### config.mk
export PLATFORM = sky130hd
export DESIGN_NAME = equalizer_gain_scheduler_flat
export DESIGN_NICKNAME = d
export VERILOG_FILES = /design/src/rtl/equalizer_gain_scheduler_if.sv /design/src/rtl/equalizer_gain_scheduler.sv /design/src/flat_wrapper.sv
export SDC_FILE = /design/constraint.sdc
export NUM_CORES = 1
export LEC_CHECK = 0
export BUFFER_PORTS_ARGS = -buffer_cell sky130_fd_sc_hd__buf_2
export CORE_ASPECT_RATIO = 1.2
export CORE_MARGIN = 2
export CORE_UTILIZATION = 60
export CTS_BUF_LIST = sky130_fd_sc_hd__clkbuf_4
export DETAILED_ROUTE_END_ITERATION = 8
export PLACE_DENSITY = 0.86
export RECOVER_POWER = 25
export SYNTH_ARGS = -nofsm -noshare
export SYNTH_HDL_FRONTEND = slang
export SYNTH_SLANG_ARGS = --single-unit
### constraint.sdc
create_clock -name clk -period 7.7 [get_ports clk]
set_input_delay 1.54 -clock clk [delete_from_list [all_inputs] [get_ports clk]]
set_output_delay 1.54 -clock clk [all_outputs]
set_load 0.02 [all_outputs]
### src/rtl/equalizer_gain_scheduler_if.sv
// Host write channel for equalizer_gain_scheduler.
//   wr_valid : host request to update one band's target gain
//   wr_ready : scheduler accepts (only while no ramp scan is in flight)
//   wr_band  : band index, 0 = lpf_1000hz ... 7 = hpf_7000hz
//   wr_gain  : new signed 8.2 target gain
// master = host/config side, slave = scheduler side.
interface equalizer_gain_scheduler_if #(
    parameter int NUMBER_OF_FILTERS = 8,
    parameter int GAIN_BITS         = 8
);
    localparam int BAND_BITS = $clog2(NUMBER_OF_FILTERS);

    logic                 wr_valid;
    logic                 wr_ready;
    logic [BAND_BITS-1:0] wr_band;
    logic [GAIN_BITS-1:0] wr_gain;

    modport master (output wr_valid, output wr_band, output wr_gain, input wr_ready);
    modport slave  (input wr_valid, input wr_band, input wr_gain, output wr_ready);
endinterface

### src/rtl/equalizer_gain_scheduler.sv
// Gain scheduler for the 8-band equalizer.
// Generates the sample-rate clk_enable strobe, stores host-written target
// gains, and once per sample ramps a shadow set of current gains toward the
// targets by at most STEP LSBs, then commits all bands to amplifier_gains in
// one cycle so the equalizer never sees a partially updated set.
// Ports:
//   clk, rst_n        : clock, asynchronous active-low reset
//   run               : enables the sample counter
//   mute              : forces every band's effective target to 0
//   wr_if (slave)     : host target-gain write channel
//   clk_enable        : one-cycle sample strobe
//   amplifier_enable  : run delayed by one cycle
//   amplifier_gains   : packed live gains, band b at [(b+1)*GAIN_BITS-1 -: GAIN_BITS]
//   ramp_busy         : high while scanning or committing
module equalizer_gain_scheduler #(
    parameter int NUMBER_OF_FILTERS = 8,
    parameter int GAIN_BITS         = 8,
    parameter int SAMPLE_DIV        = 64,
    parameter int STEP              = 1,
    parameter int DEFAULT_GAIN      = 4
) (
    input  logic                                   clk,
    input  logic                                   rst_n,
    input  logic                                   run,
    input  logic                                   mute,
    equalizer_gain_scheduler_if.slave              wr_if,
    output logic                                   clk_enable,
    output logic                                   amplifier_enable,
    output logic                                   ramp_busy,
    output logic [NUMBER_OF_FILTERS*GAIN_BITS-1:0] amplifier_gains
);
    localparam int CNT_BITS  = $clog2(SAMPLE_DIV);
    localparam int BAND_BITS = $clog2(NUMBER_OF_FILTERS);

    localparam logic [CNT_BITS-1:0]        CNT_LAST  = CNT_BITS'(SAMPLE_DIV - 1);
    localparam logic [BAND_BITS-1:0]       BAND_LAST = BAND_BITS'(NUMBER_OF_FILTERS - 1);
    localparam logic [GAIN_BITS-1:0]       DEFAULT_G = GAIN_BITS'(DEFAULT_GAIN);
    localparam logic [GAIN_BITS-1:0]       STEP_G    = GAIN_BITS'(STEP);
    localparam logic signed [GAIN_BITS:0]  STEP_W    = (GAIN_BITS + 1)'(STEP);

    typedef enum logic [1:0] {
        ST_IDLE,
        ST_SCAN,
        ST_COMMIT
    } state_e;

    state_e                               state_q, state_d;
    logic [CNT_BITS-1:0]                  cnt_q, cnt_d;
    logic [BAND_BITS-1:0]                 band_q, band_d;
    logic                                 clk_enable_q, clk_enable_d;
    logic                                 amp_en_q, amp_en_d;
    logic                                 out_of_reset_q, out_of_reset_d;
    logic [GAIN_BITS-1:0]                 target_q [NUMBER_OF_FILTERS];
    logic [GAIN_BITS-1:0]                 target_d [NUMBER_OF_FILTERS];
    logic [GAIN_BITS-1:0]                 cur_q    [NUMBER_OF_FILTERS];
    logic [GAIN_BITS-1:0]                 cur_d    [NUMBER_OF_FILTERS];
    logic [NUMBER_OF_FILTERS*GAIN_BITS-1:0] gains_q, gains_d;

    logic                                 wr_fire;
    logic [GAIN_BITS-1:0]                 eff;
    logic [GAIN_BITS-1:0]                 cur_sel;
    logic signed [GAIN_BITS:0]            diff;

    // Targets are frozen while a scan is in flight, and the channel stays
    // closed until the first edge after reset releases.
    assign wr_if.wr_ready = out_of_reset_q && (state_q == ST_IDLE);
    assign wr_fire        = wr_if.wr_valid && wr_if.wr_ready;

    // Sign-extend both operands by one bit so the difference of two extreme
    // gains cannot overflow.
    assign eff     = mute ? '0 : target_q[band_q];
    assign cur_sel = cur_q[band_q];
    assign diff    = $signed({eff[GAIN_BITS-1], eff}) - $signed({cur_sel[GAIN_BITS-1], cur_sel});

    always_comb begin
        cnt_d          = '0;
        if (run) begin
            cnt_d = (cnt_q == CNT_LAST) ? '0 : cnt_q + 1'b1;
        end
        clk_enable_d   = (cnt_q == CNT_LAST);
        amp_en_d       = run;
        out_of_reset_d = 1'b1;
    end

    always_comb begin
        // NOTE: every variable gets a default before the case so no path
        // leaves one unassigned and infers a latch.
        state_d  = state_q;
        band_d   = band_q;
        target_d = target_q;
        cur_d    = cur_q;
        gains_d  = gains_q;

        if (wr_fire) begin
            target_d[wr_if.wr_band] = wr_if.wr_gain;
        end

        case (state_q)
            ST_IDLE: begin
                if (clk_enable_q) begin
                    state_d = ST_SCAN;
                    band_d  = '0;
                end
            end
            ST_SCAN: begin
                // Step toward the effective target; a gap within STEP snaps
                // exactly onto it, so the result never passes the target.
                if (diff > STEP_W) begin
                    cur_d[band_q] = cur_sel + STEP_G;
                end else if (diff < -STEP_W) begin
                    cur_d[band_q] = cur_sel - STEP_G;
                end else begin
                    cur_d[band_q] = eff;
                end
                if (band_q == BAND_LAST) begin
                    state_d = ST_COMMIT;
                end else begin
                    band_d = band_q + 1'b1;
                end
            end
            ST_COMMIT: begin
                for (int b = 0; b < NUMBER_OF_FILTERS; b++) begin
                    gains_d[b*GAIN_BITS +: GAIN_BITS] = cur_q[b];
                end
                state_d = ST_IDLE;
            end
            default: state_d = ST_IDLE;
        endcase
    end

    // NOTE: the gain files are reset explicitly, because every stored and
    // live gain must come up at DEFAULT_GAIN, not as RAM contents.
    always_ff @(posedge clk or negedge rst_n) begin
        if (!rst_n) begin
            state_q        <= ST_IDLE;
            cnt_q          <= '0;
            band_q         <= '0;
            clk_enable_q   <= 1'b0;
            amp_en_q       <= 1'b0;
            out_of_reset_q <= 1'b0;
            gains_q        <= {NUMBER_OF_FILTERS{DEFAULT_G}};
            for (int b = 0; b < NUMBER_OF_FILTERS; b++) begin
                target_q[b] <= DEFAULT_G;
                cur_q[b]    <= DEFAULT_G;
            end
        end else begin
            // NOTE: non-blocking assignments so every flop samples the
            // pre-edge values regardless of statement order.
            state_q        <= state_d;
            cnt_q          <= cnt_d;
            band_q         <= band_d;
            clk_enable_q   <= clk_enable_d;
            amp_en_q       <= amp_en_d;
            out_of_reset_q <= out_of_reset_d;
            gains_q        <= gains_d;
            target_q       <= target_d;
            cur_q          <= cur_d;
        end
    end

    assign clk_enable       = clk_enable_q;
    assign amplifier_enable = amp_en_q;
    assign ramp_busy        = (state_q != ST_IDLE);
    assign amplifier_gains  = gains_q;
endmodule

### src/flat_wrapper.sv
// flat-port wrapper written by rule: the top's interface ports become plain ports
module equalizer_gain_scheduler_flat 
#(
    parameter int NUMBER_OF_FILTERS = 8,
    parameter int GAIN_BITS         = 8,
    parameter int SAMPLE_DIV        = 64,
    parameter int STEP              = 1,
    parameter int DEFAULT_GAIN      = 4
)
  (clk, rst_n, run, mute, clk_enable, amplifier_enable, ramp_busy, amplifier_gains, wr_if_wr_valid, wr_if_wr_band, wr_if_wr_gain, wr_if_wr_ready);
  equalizer_gain_scheduler_if #(.NUMBER_OF_FILTERS(NUMBER_OF_FILTERS), .GAIN_BITS(GAIN_BITS)) wr_if_i ();
  input  logic clk;
  input  logic rst_n;
  input  logic run;
  input  logic mute;
  output logic clk_enable;
  output logic amplifier_enable;
  output logic ramp_busy;
  output logic [NUMBER_OF_FILTERS*GAIN_BITS-1:0] amplifier_gains;
  input wire logic [$bits(wr_if_i.wr_valid)-1:0] wr_if_wr_valid;
  input wire logic [$bits(wr_if_i.wr_band)-1:0] wr_if_wr_band;
  input wire logic [$bits(wr_if_i.wr_gain)-1:0] wr_if_wr_gain;
  output wire logic [$bits(wr_if_i.wr_ready)-1:0] wr_if_wr_ready;
  assign wr_if_i.wr_valid = wr_if_wr_valid;
  assign wr_if_i.wr_band = wr_if_wr_band;
  assign wr_if_i.wr_gain = wr_if_wr_gain;
  assign wr_if_wr_ready = wr_if_i.wr_ready;
  equalizer_gain_scheduler #(.NUMBER_OF_FILTERS(NUMBER_OF_FILTERS), .GAIN_BITS(GAIN_BITS), .SAMPLE_DIV(SAMPLE_DIV), .STEP(STEP), .DEFAULT_GAIN(DEFAULT_GAIN)) u_core (.clk(clk), .rst_n(rst_n), .run(run), .mute(mute), .wr_if(wr_if_i), .clk_enable(clk_enable), .amplifier_enable(amplifier_enable), .ramp_busy(ramp_busy), .amplifier_gains(amplifier_gains));
endmodule
== After elaboration in Yosys (flattened, before gate mapping) ==
Cells that the tools add are included.

* Register bits: 206
* Bits of input ports: 16
* Output and inout bits: 68
* Logic and storage cells: 77

* Add/subtract/negate cells: 5
* $lt $le $gt $ge: 6
* Equal/unequal tests: 7
* Mux-type cells: 25
* Bitwise operators: 2
* Reduce and logical (&&, ||, !) cells: 9

{| class="wikitable"
|+ Operator list
! kind !! number
|-
| $bwmux 64 || 4
|-
| $mux 64 || 2
|-
| $mux 8 || 7
|-
| $bmux 8 s3 || 2
|-
| $demux 8 s3 || 2
|-
| $mux 6 || 2
|-
| $gt 9x2->1 const B || 1
|-
| $lt 9x1->1 const B || 1
|-
| $sub 8x8->9 || 1
|-
| $add 8x1->8 const B || 1
|-
| $ge 4x4->1 const B || 2
|-
| $lt 4x1->1 const B || 2
|-
| $not 3->4 || 2
|-
| $sub 8x1->8 const B || 1
|-
| $add 6x1->6 const B || 1
|-
| $eq 6x6->1 const B || 1
|-
| $mux 3 || 2
|-
| $pmux 3 s2 || 1
|-
| $logic_and 1x1->1 || 4
|-
| $mux 2 || 2
|-
| $ne 2x1->1 const B || 2
|-
| $pmux 2 s2 || 1
|-
| $reduce_bool 2->1 || 2
|-
| $add 3x1->3 const B || 1
|-
| other kinds (7) || 7
|}

== Longest topological paths before layout ==
* Depth after elaboration: 9
* Mapped depth: 20
* Gate-level depth less buffers: 14

== Least setup slack after synthesis ==
OpenSTA, ideal clock, no wires.

* Kind: input to register
* Start: input mute
* End: register u_core.cur_q[34] in the netlist's numbering
* Arrival: 4.486 ns
* Required time: 7.603 ns
* Path slack: 3.117 ns
* Stages: 14
* Path buffers: 2
* Cell sequence: clkbuf_1 > a21o_1 > ha_1 > inv_1 > fa_1 > a21o_1 > a221o_1 > xnor2_1 > and4_1 > or2_2 > clkbuf_1 > o221a_2 > o22ai_1 > o21ai_0

* Word-level cells in the longest chain between the ends: 5
* Elaborated cells between the ends (all ways): 7
* Classes of those cells: add/sub (1); order compare (2); mux (4)

{| class="wikitable"
|+ RTL lines
! item !! line !! text
|-
| start, declared || flat_wrapper.sv:15 || <nowiki>input logic mute;</nowiki>
|-
| $mux 8 (*) || equalizer_gain_scheduler.sv:71 || <nowiki>assign eff = mute ? '0 : target_q[band_q];</nowiki>
|-
| $sub 8x8->9 || equalizer_gain_scheduler.sv:73 || <nowiki>assign diff = $signed({eff[GAIN_BITS-1], eff}) - $signed({cur_sel[GAIN_BITS-1], cur_sel});</nowiki>
|-
| $lt 9x1->1 || equalizer_gain_scheduler.sv:110 || <nowiki>end else if (diff < -STEP_W) begin</nowiki>
|-
| $mux 64 || equalizer_gain_scheduler.sv:110 ||
|-
| $mux 64 (*) || equalizer_gain_scheduler.sv:108 || <nowiki>if (diff > STEP_W) begin</nowiki>
|-
| end signal, assigned || equalizer_gain_scheduler.sv:157 || <nowiki>cur_q <= cur_d;</nowiki>
|-
| end, declared || equalizer_gain_scheduler.sv:55 || <nowiki>logic [GAIN_BITS-1:0] cur_q [NUMBER_OF_FILTERS];</nowiki>
|}

Mark *: on every way between the ends. The rest lies on a longest branch, timed or not.
A chain may end at the register's enable or synchronous reset.

== Final worst setup path ==
* Start: register u_core.band_q[0]
* End: register u_core.cur_q[5] in the netlist's numbering

* Word-level cells in the longest chain between the ends: 9
* Elaborated cells between the ends (all ways): 23
* Classes of those cells: add/sub (3); order compare (4); mux (14); bitwise (1); reduce/logical (1)

{| class="wikitable"
|+ RTL lines
! item !! line !! text
|-
| start, declared || equalizer_gain_scheduler.sv:49 || <nowiki>logic [BAND_BITS-1:0] band_q, band_d;</nowiki>
|-
| start signal, assigned || equalizer_gain_scheduler.sv:151 || <nowiki>band_q <= band_d;</nowiki>
|-
| $not 3->4 (not written as such) (*) || -- ||
|-
| $bmux 8 s3 || equalizer_gain_scheduler.sv:71 ||
|-
| $mux 8 (not written as such) (2 in series) || equalizer_gain_scheduler.sv:71 ||
|-
| $mux 8 || equalizer_gain_scheduler.sv:71 ||
|-
| $sub 8x8->9 || equalizer_gain_scheduler.sv:73 ||
|-
| $lt 9x1->1 || equalizer_gain_scheduler.sv:110 ||
|-
| $mux 64 || equalizer_gain_scheduler.sv:110 ||
|-
| $mux 64 (*) || equalizer_gain_scheduler.sv:108 ||
|}

Mark *: on every way between the ends. The rest lies on a longest branch, timed or not. The select of a mux whose other input is x is not followed.

==> metrics.txt <==
cts hold-fix bufs=0; Mapped Nets=just over 800; post-CTS setup buffer count=0; Net Switching=~600 uW; largest net degree at the start of global routing=between 100 and 150; clk slew on worst S/H paths=approximately 70 ps; Crit path buffers/inverters=3; final wirelength=~22000 um; Setup-failing EPs final=0; Die Span Y=~150 um; number of global-route vias before repair=6991; combinational share of power=11.6%; vias post-DR=around 6900; WL per Instance=a little under 20 um; chip width=~120 um; post-cts gate resize count=0; # DRC=0; Clock Latency Late Sink=650 ps; maximum VDD drop=about 0.18 mV; Setup crit start kind=register; crit-path leading delay family=compound AO/OA/AOI/OAI gates; IO Port Bufs=83; sequential fraction of the synthesis area=between 50% and 60%; power share of the clock group=around 38%; first-pass GRT wire length=~37000 um; antenna-violating nets left=0; status=finished, violations left; Sw Share=roughly 25%; Fin Clk Skew=56.8 ps; FP Rows=just over 50; max_cap viols=1; grt ovf=0; Die Area=17600 sq um; failing checks=capacitance limit, slew limit; Worst Hold Class=register to register; RePlAce Congestion=between 0.9 and 1; Worst Setup End Kind=register; GR Util All Layers=between 20% and 30%; total CTS buffers=49; critical path's slowest cell=o41ai_1; Tcrit/Tclk final=around 73%; max incr delay on CP=about 960 ps; Ports=between 80 and 90; fin nets=roughly 900; CP required=approximately 8300 ps; CP max FO=26; CTS tree=yes; worst-path cell chain=clkinv_1 -> mux2i_4 -> inv_1 -> ha_1 -> inv_1 -> fa_1 -> xnor2_1 -> a2111oi_0 -> o211ai_1 -> o41ai_1 -> o221ai_1 -> a21oi_2 -> mux2_2; Detailed Place HPWL=~15000 um; Final Hold Vio Count=0; Post-synth ARST share=between 90% and 100%; Slew Viols, Final=70; CP Class=register to register; CP arrival=6230 ps; share of cells above drive strength 1=39.9%; Cell Pwr Density=between 200 and 250 nW/um^2; Post-Synthesis Cells=between 700 and 800; worst hold slack=about 480 ps; initial DRC count=between 500 and 600; clock buffer depth=3; worst-margin pin slew=roughly 3400 ps; Initial Utilization=61.3%; initial antenna violation count=1; Mean Syn Cell Area=approximately 13 sq um; post-synthesis register bit count=206; RSZ-0062 raised after global routing=no; Yosys cell types=72; Sequential Power Share=about half; CTS H-tree lvls=2; DR pass1 iterations=6; DR vias/cell=just over 6; Root Driver=clkbuf_4; Mapped Area=about 9900 sq um; Fmax=around 180 MHz; TNS Setup=0 ps; Slew headroom=-130%; top_reg_cell synth=dfrtp_1; Synth Warn #=0; most used cell, CP=inv_1; Lkg Pwr=5.28 nW; area grow syn2layout=12.1%; Post-synth EDFFs=0; clock sink count=206; Int Pwr=around 1.8 mW; core area=~16000 sq um; clock period minus worst slack=between 5000 and 6000 ps; Filler cells=between 1000 and 1500
kinds of logic after synthesis:
kind of cell | Yosys count | share of synthesized area, %
AOI/OAI and AO/OA | 138 | 9.56
DFF | 206 | 52.1
and+or+nand+nor | 175 | 8.96
muxes | 198 | 24.4
buffers and inverters | 55 | 2.45
xor gates and xnor gates | 7 | 0.617
adders and majority gates | 14 | 1.84
other | 1 | 0.0377
flip-flops by register name, summed over array words and instances, names as in the netlist:
name	count
u_core.amplifier_enable	1
u_core.out_of_reset_q	1
u_core.amplifier_gains	64
u_core.cnt_q	6
u_core.state_q	2
u_core.target_q	64
u_core.band_q	3
u_core.cur_q	64
u_core.clk_enable	1
routing by layer:
layer  wire, um  track usage (%)  up-vias
met4        447             8.05        0
met2      11600             44.4      238
met5          0                0        -
met3       1210             5.70       37
met1       9160             34.1     3454
li1           -                -     3147
through the flow:
stage	instances	setup WS, ps	util (%)	power, mW	instance area (sq um)
CTS	1137	2120	68.8	2.42	11100
detailed placement	1054	2170	64.8	1.51	10500
floorplan	794	3120	-	1.41	9940
global placement	1054	2270	64.8	1.49	10500
finish	1138	2050	68.8	2.40	11100
global route	1138	1620	68.8	2.51	11100
worst paths after layout:
path | cells past startpoint | slack [ps] | to | start
worst max-delay path | 13 | 2050 | u_core.cur_q[5]$_DFFE_PN0P_ | u_core.band_q[0]$_DFFE_PN0P_
worst max register to register | 13 | 2050 | u_core.cur_q[5]$_DFFE_PN0P_ | u_core.band_q[0]$_DFFE_PN0P_
worst min register to register | 1 | 480 | u_core.cnt_q[0]$_DFF_PN0_ | u_core.cnt_q[0]$_DFF_PN0_
max in group asynchronous | 2 | 5050 | u_core.target_q[59]$_DFFE_PN0P_ | rst_n
worst min-delay path | 1 | 480 | u_core.cnt_q[0]$_DFF_PN0_ | u_core.cnt_q[0]$_DFF_PN0_
min in group asynchronous | 1 | 1030 | u_core.amplifier_gains[62]$_DFFE_PN0N_ | rst_n
cell usage in the layout (no fill, tap or decap), types with 5 or more instances in the layout:
master    netlist  layout
a21oi_1        29      29
inv_1          13      13
ha_1           13      13
clkbuf_4        0      67
buf_4           3       5
nand3_1         9       9
a22oi_1         5       5
mux4_2         10      10
a21o_1          7       7
nand2_1        53      53
and2_1          7       5
mux2i_1        24      24
mux2_4          5       5
nor2b_1         9       9
dfstp_2        24      24
clkinv_1        1      13
o211ai_1        6       6
nor2_1         42      42
nand3b_1        6       6
o21ai_0        30      30
a221o_1         5       5
o22ai_1         6       6
a221oi_1        5       5
a22o_1          6       6
nand2b_1        8       7
dfrtp_1       182     180
o221ai_1        5       5
mux2_2        152     152
buf_2           9      81
and3_1         15      15
power groups by stage:
stage          Clock, mW  Sequential (mW)  Combinational, mW
2_1_floorplan          0             1.22              0.197
3_3_place_gp           0             1.23              0.266
3_5_place_dp           0             1.23              0.274
4_1_cts            0.932             1.21              0.277
5_1_grt            0.983             1.22              0.308
6_report           0.911             1.21              0.278
final cells by class:
cell class	count	area (sq um)	share of cell area [%]
clock inverter	16	144	1.29
sequential	206	5190	46.5
timing repair buffer	89	464	4.16
tap	212	265	2.38
multi-input combinational	533	4530	40.6
clock buffer	67	503	4.51
antenna	1	2.50	0.0225
inverter	14	52.6	0.471
cells in the mapped netlist, drive strengths merged (6+ instances only):
master	count	share of area (%)
dfrtp	182	46
mux2	157	18
nand2	53	2.0
nor2	42	1.6
a21oi	32	1.7
o21ai	31	1.6
mux2i	27	3.1
dfstp	24	6.3
clkbuf	23	0.87
buf	18	1.1
and3	15	0.94
mux4	14	3.3
ha	13	1.6
inv	13	0.49
nand3	9	0.45
nor2b	9	0.57
nand2b	8	0.50
a21o	7	0.53
and2	7	0.44
a22o	6	0.53
nand3b	6	0.45
nor3b	6	0.55
o211ai	6	0.45
o22ai	6	0.38
Note: power is estimated with default switching activity, not from simulation.
